**config.mk**
```make
export PLATFORM = sky130hd
export DESIGN_NAME = fmul_sched
export DESIGN_NICKNAME = d
export VERILOG_FILES = /design/src/rtl/fmul_sched.sv
export SDC_FILE = /design/constraint.sdc
export NUM_CORES = 2
export LEC_CHECK = 0
export CORE_ASPECT_RATIO = 0.8
export CORE_UTILIZATION = 44
export DETAILED_ROUTE_END_ITERATION = 10
export PLACE_DENSITY = 0.65
export SYNTH_ARGS = -nofsm -noshare
export SYNTH_HDL_FRONTEND = slang
export SYNTH_SLANG_ARGS = --single-unit
export TNS_END_PERCENT = 10
```
**constraint.sdc**
```tcl
create_clock -name clk -period 15.18 [get_ports clk]
set_input_delay 3.036 -clock clk [delete_from_list [all_inputs] [get_ports clk]]
set_output_delay 3.036 -clock clk [all_outputs]
set_load 0.005 [all_outputs]
```
**src/rtl/fmul_sched.sv**
```systemverilog
// fmul_sched: round-robin scheduler sharing one pipelined fmul core.
// Sticky per-requester exception flags are built when FMUL_SCHED_EXC_EN is defined.

module fmul (
    input  logic [31:0] i_x1,
    input  logic [31:0] i_x2,
    output logic [31:0] o_y,
    output logic        o_ovf,
    output logic        o_unf
);
    logic [7:0]        w_e1;
    logic [7:0]        w_e2;
    logic [23:0]       w_m1;
    logic [23:0]       w_m2;
    logic [47:0]       w_p;
    logic              w_s;
    logic signed [9:0] w_exp;
    logic [22:0]       w_frac;
    logic              w_unused;

    assign w_e1   = i_x1[30:23];
    assign w_e2   = i_x2[30:23];
    assign w_m1   = {1'b1, i_x1[22:0]};
    assign w_m2   = {1'b1, i_x2[22:0]};
    assign w_s    = i_x1[31] ^ i_x2[31];
    assign w_p    = w_m1 * w_m2;
    assign w_exp  = $signed({2'b00, w_e1}) + $signed({2'b00, w_e2})
                  - 10'sd127 + $signed({9'd0, w_p[47]});
    assign w_frac = w_p[47] ? w_p[46:24] : w_p[45:23];

    // Product bits below the kept fraction are truncated away.
    assign w_unused = &{1'b0, w_p[22:0]};

    // Classify: zero/denormal operand gives +0, inf/NaN or large exponent
    // saturates to signed infinity, small exponent flushes to signed zero.
    always_comb begin
        o_y   = '0;
        o_ovf = 1'b0;
        o_unf = 1'b0;
        if (w_e1 == 8'h00 || w_e2 == 8'h00) begin
            o_y = '0;
        end else if (w_e1 == 8'hFF || w_e2 == 8'hFF) begin
            o_y   = {w_s, 8'hFF, 23'h0};
            o_ovf = 1'b1;
        end else if (w_exp >= 10'sd255) begin
            o_y   = {w_s, 8'hFF, 23'h0};
            o_ovf = 1'b1;
        end else if (w_exp <= 10'sd0) begin
            o_y   = {w_s, 31'h0};
            o_unf = 1'b1;
        end else begin
            o_y = {w_s, w_exp[7:0], w_frac};
        end
    end
endmodule

module fmul_sched #(
    parameter int NREQ = 4,
    parameter int LAT  = 3
) (
    input  logic                 clk,
    input  logic                 rstn,
    input  logic [NREQ-1:0]      req,
    input  logic [32*NREQ-1:0]   x1_in,
    input  logic [32*NREQ-1:0]   x2_in,
    input  logic                 hold,
    output logic [NREQ-1:0]      gnt,
    output logic [NREQ-1:0]      rsp_valid,
    output logic [31:0]          rsp_y,
    output logic                 rsp_ovf,
    output logic                 rsp_unf,
    output logic                 busy,
    output logic [2*NREQ-1:0]    exc_flags,
    input  logic [NREQ-1:0]      exc_clr
);
    localparam int PW = (NREQ > 1) ? $clog2(NREQ) : 1;

    logic [PW-1:0] r_ptr;
    logic [PW-1:0] w_idx;
    logic [PW-1:0] w_k;
    logic          w_found;
    logic          w_issue;

    logic          r_s0_v;
    logic [PW-1:0] r_s0_tag;
    logic [31:0]   r_s0_x1;
    logic [31:0]   r_s0_x2;

    logic          r_v   [1:LAT-1];
    logic [PW-1:0] r_tag [1:LAT-1];
    logic [31:0]   r_y   [1:LAT-1];

    logic [31:0]   w_y;
    logic          w_ovf;
    logic          w_unf;

    // Search for the first request starting at the pointer, wrapping around.
    always_comb begin
        w_found = 1'b0;
        w_idx   = '0;
        w_k     = r_ptr;
        for (int k = 0; k < NREQ; k++) begin
            if (!w_found && req[w_k]) begin
                w_found = 1'b1;
                w_idx   = w_k;
            end
            w_k = (w_k == PW'(NREQ-1)) ? '0 : w_k + 1'b1;
        end
    end

    assign w_issue = w_found & ~hold & rstn;

    // One-hot grant for the selected requester.
    always_comb begin
        gnt = '0;
        if (w_issue) begin
            gnt[w_idx] = 1'b1;
        end
    end

    // Pointer moves past the granted requester; idle cycles leave it alone.
    always_ff @(posedge clk or negedge rstn) begin
        if (!rstn) begin
            r_ptr <= '0;
        end else if (w_issue) begin
            r_ptr <= (w_idx == PW'(NREQ-1)) ? '0 : w_idx + 1'b1;
        end
    end

    // Stage 0: capture the granted operands and tag.
    always_ff @(posedge clk or negedge rstn) begin
        if (!rstn) begin
            r_s0_v   <= 1'b0;
            r_s0_tag <= '0;
            r_s0_x1  <= '0;
            r_s0_x2  <= '0;
        end else begin
            r_s0_v <= w_issue;
            if (w_issue) begin
                r_s0_tag <= w_idx;
                r_s0_x1  <= x1_in[32*w_idx +: 32];
                r_s0_x2  <= x2_in[32*w_idx +: 32];
            end
        end
    end

    fmul u_fmul (
        .i_x1  (r_s0_x1),
        .i_x2  (r_s0_x2),
        .o_y   (w_y),
        .o_ovf (w_ovf),
        .o_unf (w_unf)
    );

    // Product, tag and valid march through the remaining delay stages.
    always_ff @(posedge clk or negedge rstn) begin
        if (!rstn) begin
            for (int s = 1; s < LAT; s++) begin
                r_v[s]   <= 1'b0;
                r_tag[s] <= '0;
                r_y[s]   <= '0;
            end
        end else begin
            r_v[1]   <= r_s0_v;
            r_tag[1] <= r_s0_tag;
            r_y[1]   <= w_y;
            for (int s = 2; s < LAT; s++) begin
                r_v[s]   <= r_v[s-1];
                r_tag[s] <= r_tag[s-1];
                r_y[s]   <= r_y[s-1];
            end
        end
    end

    assign rsp_y = r_y[LAT-1];

    // Route the result strobe back to the requester named by the tag.
    always_comb begin
        rsp_valid = '0;
        if (r_v[LAT-1]) begin
            rsp_valid[r_tag[LAT-1]] = 1'b1;
        end
    end

    // Busy whenever any stage holds a live operation.
    always_comb begin
        busy = r_s0_v;
        for (int s = 1; s < LAT; s++) begin
            busy = busy | r_v[s];
        end
    end

`ifdef FMUL_SCHED_EXC_EN
    logic              r_ovf [1:LAT-1];
    logic              r_unf [1:LAT-1];
    logic [2*NREQ-1:0] r_exc;
    logic              w_zero;

    assign w_zero = (r_s0_x1 == 32'h0) || (r_s0_x2 == 32'h0);

    // Exception flags travel with the product, masked for exact-zero operands.
    always_ff @(posedge clk or negedge rstn) begin
        if (!rstn) begin
            for (int s = 1; s < LAT; s++) begin
                r_ovf[s] <= 1'b0;
                r_unf[s] <= 1'b0;
            end
        end else begin
            r_ovf[1] <= w_ovf & ~w_zero;
            r_unf[1] <= w_unf & ~w_zero;
            for (int s = 2; s < LAT; s++) begin
                r_ovf[s] <= r_ovf[s-1];
                r_unf[s] <= r_unf[s-1];
            end
        end
    end

    // Sticky flags per requester; a same-cycle response overrides a clear.
    always_ff @(posedge clk or negedge rstn) begin
        if (!rstn) begin
            r_exc <= '0;
        end else begin
            for (int i = 0; i < NREQ; i++) begin
                r_exc[2*i +: 2] <=
                    (exc_clr[i] ? 2'b00 : r_exc[2*i +: 2]) |
                    (rsp_valid[i] ? {r_ovf[LAT-1], r_unf[LAT-1]} : 2'b00);
            end
        end
    end

    assign rsp_ovf   = r_ovf[LAT-1];
    assign rsp_unf   = r_unf[LAT-1];
    assign exc_flags = r_exc;
`else
    logic w_unused;

    assign w_unused  = &{1'b0, exc_clr, w_ovf, w_unf};
    assign rsp_ovf   = 1'b0;
    assign rsp_unf   = 1'b0;
    assign exc_flags = '0;
`endif
endmodule

```
==> flow_metrics.env <==
export IMPL_status="completed"
export IMPL_arrival_ns=11.02
export IMPL_clk_path_buf_depth=2
export IMPL_yosysSeqAreaShare_pct=13.09
export IMPL_htree_levels=4
export IMPL_routed_wl_um=74650
export IMPL_fin_nets=3992
export IMPL_synth_common_cells="581 x inv_1, 482 x fa_1, 396 x nand2_1"
export IMPL_post_route_util_pct=51.24
export IMPL_core_area_um2=59660
export IMPL_final_cell_area_um2=30570
export IMPL_fmax_ghz=0.09346
export IMPL_cts_setup_buffers=0
export IMPL_startpoint_type="register"
export IMPL_cp_end_kind="register"
export IMPL_placed_area_um2=29990
export IMPL_areaGrowthSynthToFinish_pct=15.00
export IMPL_setup_tns_ns=0
export IMPL_synth_most_common_cell="inv_1"
export IMPL_grt_pass1_vias=21950
export IMPL_synth_top_cell_area_share_pct=36.30
export IMPL_holdBufCountCts=0
export IMPL_grt_overflow=0
export IMPL_synth_seq_cells=139
export IMPL_die_w_um=276.8
export IMPL_slowest_stage="clkinv_1"
export IMPL_antenna_found_initial=1
export IMPL_synth_area_leaders="fa_1 36%, dfrtp_1 13%, ha_1 8.7%"
export IMPL_yosysWarnings=0
export IMPL_synth_area_per_cell_um2=9.310
export IMPL_routedWlPerCell_um=19.38
export IMPL_skew_ns=0.03335
export IMPL_cpPeakStageDelay_ns=0.57
export IMPL_min_period_over_period_pct=70.49
export IMPL_cts_tree="done"
export IMPL_io_buffers=303
export IMPL_worst_slew_pin_slew_ns=1.124
export IMPL_numCtsBuffers=17
export IMPL_async_flop_share_pct=100.0
export IMPL_maxCapViolations=0
export IMPL_synth_cells=2855
export IMPL_ys_types=75
export IMPL_fillerInstances=5439
export IMPL_start_util_pct=44.55
export IMPL_grt_total_usage_pct=25.02
export IMPL_criticalPathCategory="reg -> reg"
export IMPL_hold_ws_ns=0.3408
export IMPL_drive_above_1_share_pct=5.373
export IMPL_num_vias=20270
export IMPL_min_period_ns=10.70
export IMPL_path_clk_slew_ns=0.06
export IMPL_regArea_um2=3478
export IMPL_drtAntennaViolNets=0
export IMPL_path_max_fanout=23
export IMPL_holdCritPathClass="reg -> reg"
export IMPL_hold_viol_final=0
export IMPL_grt_max_degree=77
export IMPL_drtIter0Drc=1199
export IMPL_cts_resized=0
export IMPL_fp_row_count=80
export IMPL_insertion_delay_ns=0.46
export IMPL_finalWeightedCongestion=0.9609
export IMPL_rsz0062_at_grt="no"
export IMPL_drc=0
export IMPL_avgViaCountPerCell=5.262
export IMPL_ys_flop_type="dfrtp_1"
export IMPL_die_area_um2=61400
export IMPL_grt_pass1_wl_um=118400
export IMPL_first_pass_iters=5
export IMPL_synth_edf_count=0
export IMPL_setup_viol=0
export IMPL_clockRootBuffer="clkbuf_16"
export IMPL_num_io_pins=318
export IMPL_clock_sinks=139
export IMPL_netlist_area_um2=26580
export IMPL_die_h_um=221.8
export IMPL_maxSlewHeadroom_pct=25.07
export IMPL_dp_hpwl_um=59450
export IMPL_maxSlewViolCount=0
export IMPL_multi_input_area_um2=19930
export IMPL_synth_top_area_cell="fa_1"
export IMPL_cp_data_required_time_ns=15.50
worst max-delay path, delay by kind of cell, from the launching register on:
family | cells | cell delay (ns)
simple gates | 8 | 1.83
fa+ha+maj | 10 | 4.25
mux | 1 | 0.28
compound gates | 8 | 2.32
buf+inv | 10 | 1.54
flops | 1 | 0.32
sequential cells by signal (all words and copies together), names as in the netlist:
signal    cells
r_v           2
r_s0_x2      32
r_s0_x1      32
r_y          32
r_tag         4
r_s0_v        1
r_ptr         2
r_s0_tag      2
rsp_y        32
layer usage:
metal	vias to the layer above	GRT usage, %	wire, um
met5	-	0	20
met4	2	7.742	2006
met2	765	40.78	35150
li1	9144	-	-
met1	10220	32.47	31130
met3	142	6.723	6339
final timing paths:
check | start | end | slack [ns] | depth (start not counted)
min | r_y[57] | rsp_y[25] | 0.34 | 0
min reg2reg | r_y[57] | rsp_y[25] | 0.34 | 0
max | r_s0_x2[8] | r_y[51] | 4.48 | 37
max in group asynchronous | rstn | r_y[55] | 11.09 | 2
min in group asynchronous | rstn | r_ptr[1] | 2.60 | 1
max reg2reg | r_s0_x2[8] | r_y[51] | 4.48 | 37
cell usage in the layout (no fill, tap or decap), types with 11 or more instances in the layout:
cell type	n
inv_1	581
o21a_1	11
nand2_1	396
and2_1	225
nor2_1	64
nand3_1	16
mux2_2	66
clkbuf_16	17
clkdlybuf4s50_1	302
o21ai_1	68
a21oi_1	49
mux2i_1	154
xnor2_1	11
nand4_1	13
dfrtp_1	139
nor3_1	15
ha_1	184
fa_1	482
o21ai_0	36
a21o_1	23
buf_4	52
per-stage QoR:
stage / setup WS (ns) / instances
2_1_floorplan: 6.122 / 2864
3_3_place_gp: 4.740 / 3819
3_5_place_dp: 4.652 / 3819
4_1_cts: 4.606 / 3850
5_1_grt: 3.904 / 3850
6_report: 4.480 / 3852
cell type report:
| class | count | share of cell area, % |
|---|---|---|
| multi-input combinational | 1963 | 65.19 |
| sequential | 139 | 11.38 |
| timing repair buffer | 355 | 11.20 |
| inverter | 583 | 7.160 |
| tap | 779 | 3.189 |
| clock buffer | 21 | 1.506 |
| clock inverter | 10 | 0.3520 |
| antenna | 2 | 0.01637 |
kinds of logic after synthesis:
| family | count (synthesis) | share of synthesized area, % |
|---|---|---|
| XOR/XNOR | 21 | 0.7438 |
| other | 1 | 0.01411 |
| multiplexers | 221 | 8.680 |
| AND/OR/NAND/NOR | 794 | 14.41 |
| flip-flops | 139 | 13.09 |
| buffers and inverters | 762 | 12.15 |
| adder cells (fa/ha/maj) | 666 | 44.97 |
| AO/OA/AOI/OAI | 251 | 5.946 |
Power is left out: the tool's default activity adds up to more than one toggle a clock period on the data nets, which glitch-free logic cannot reach.
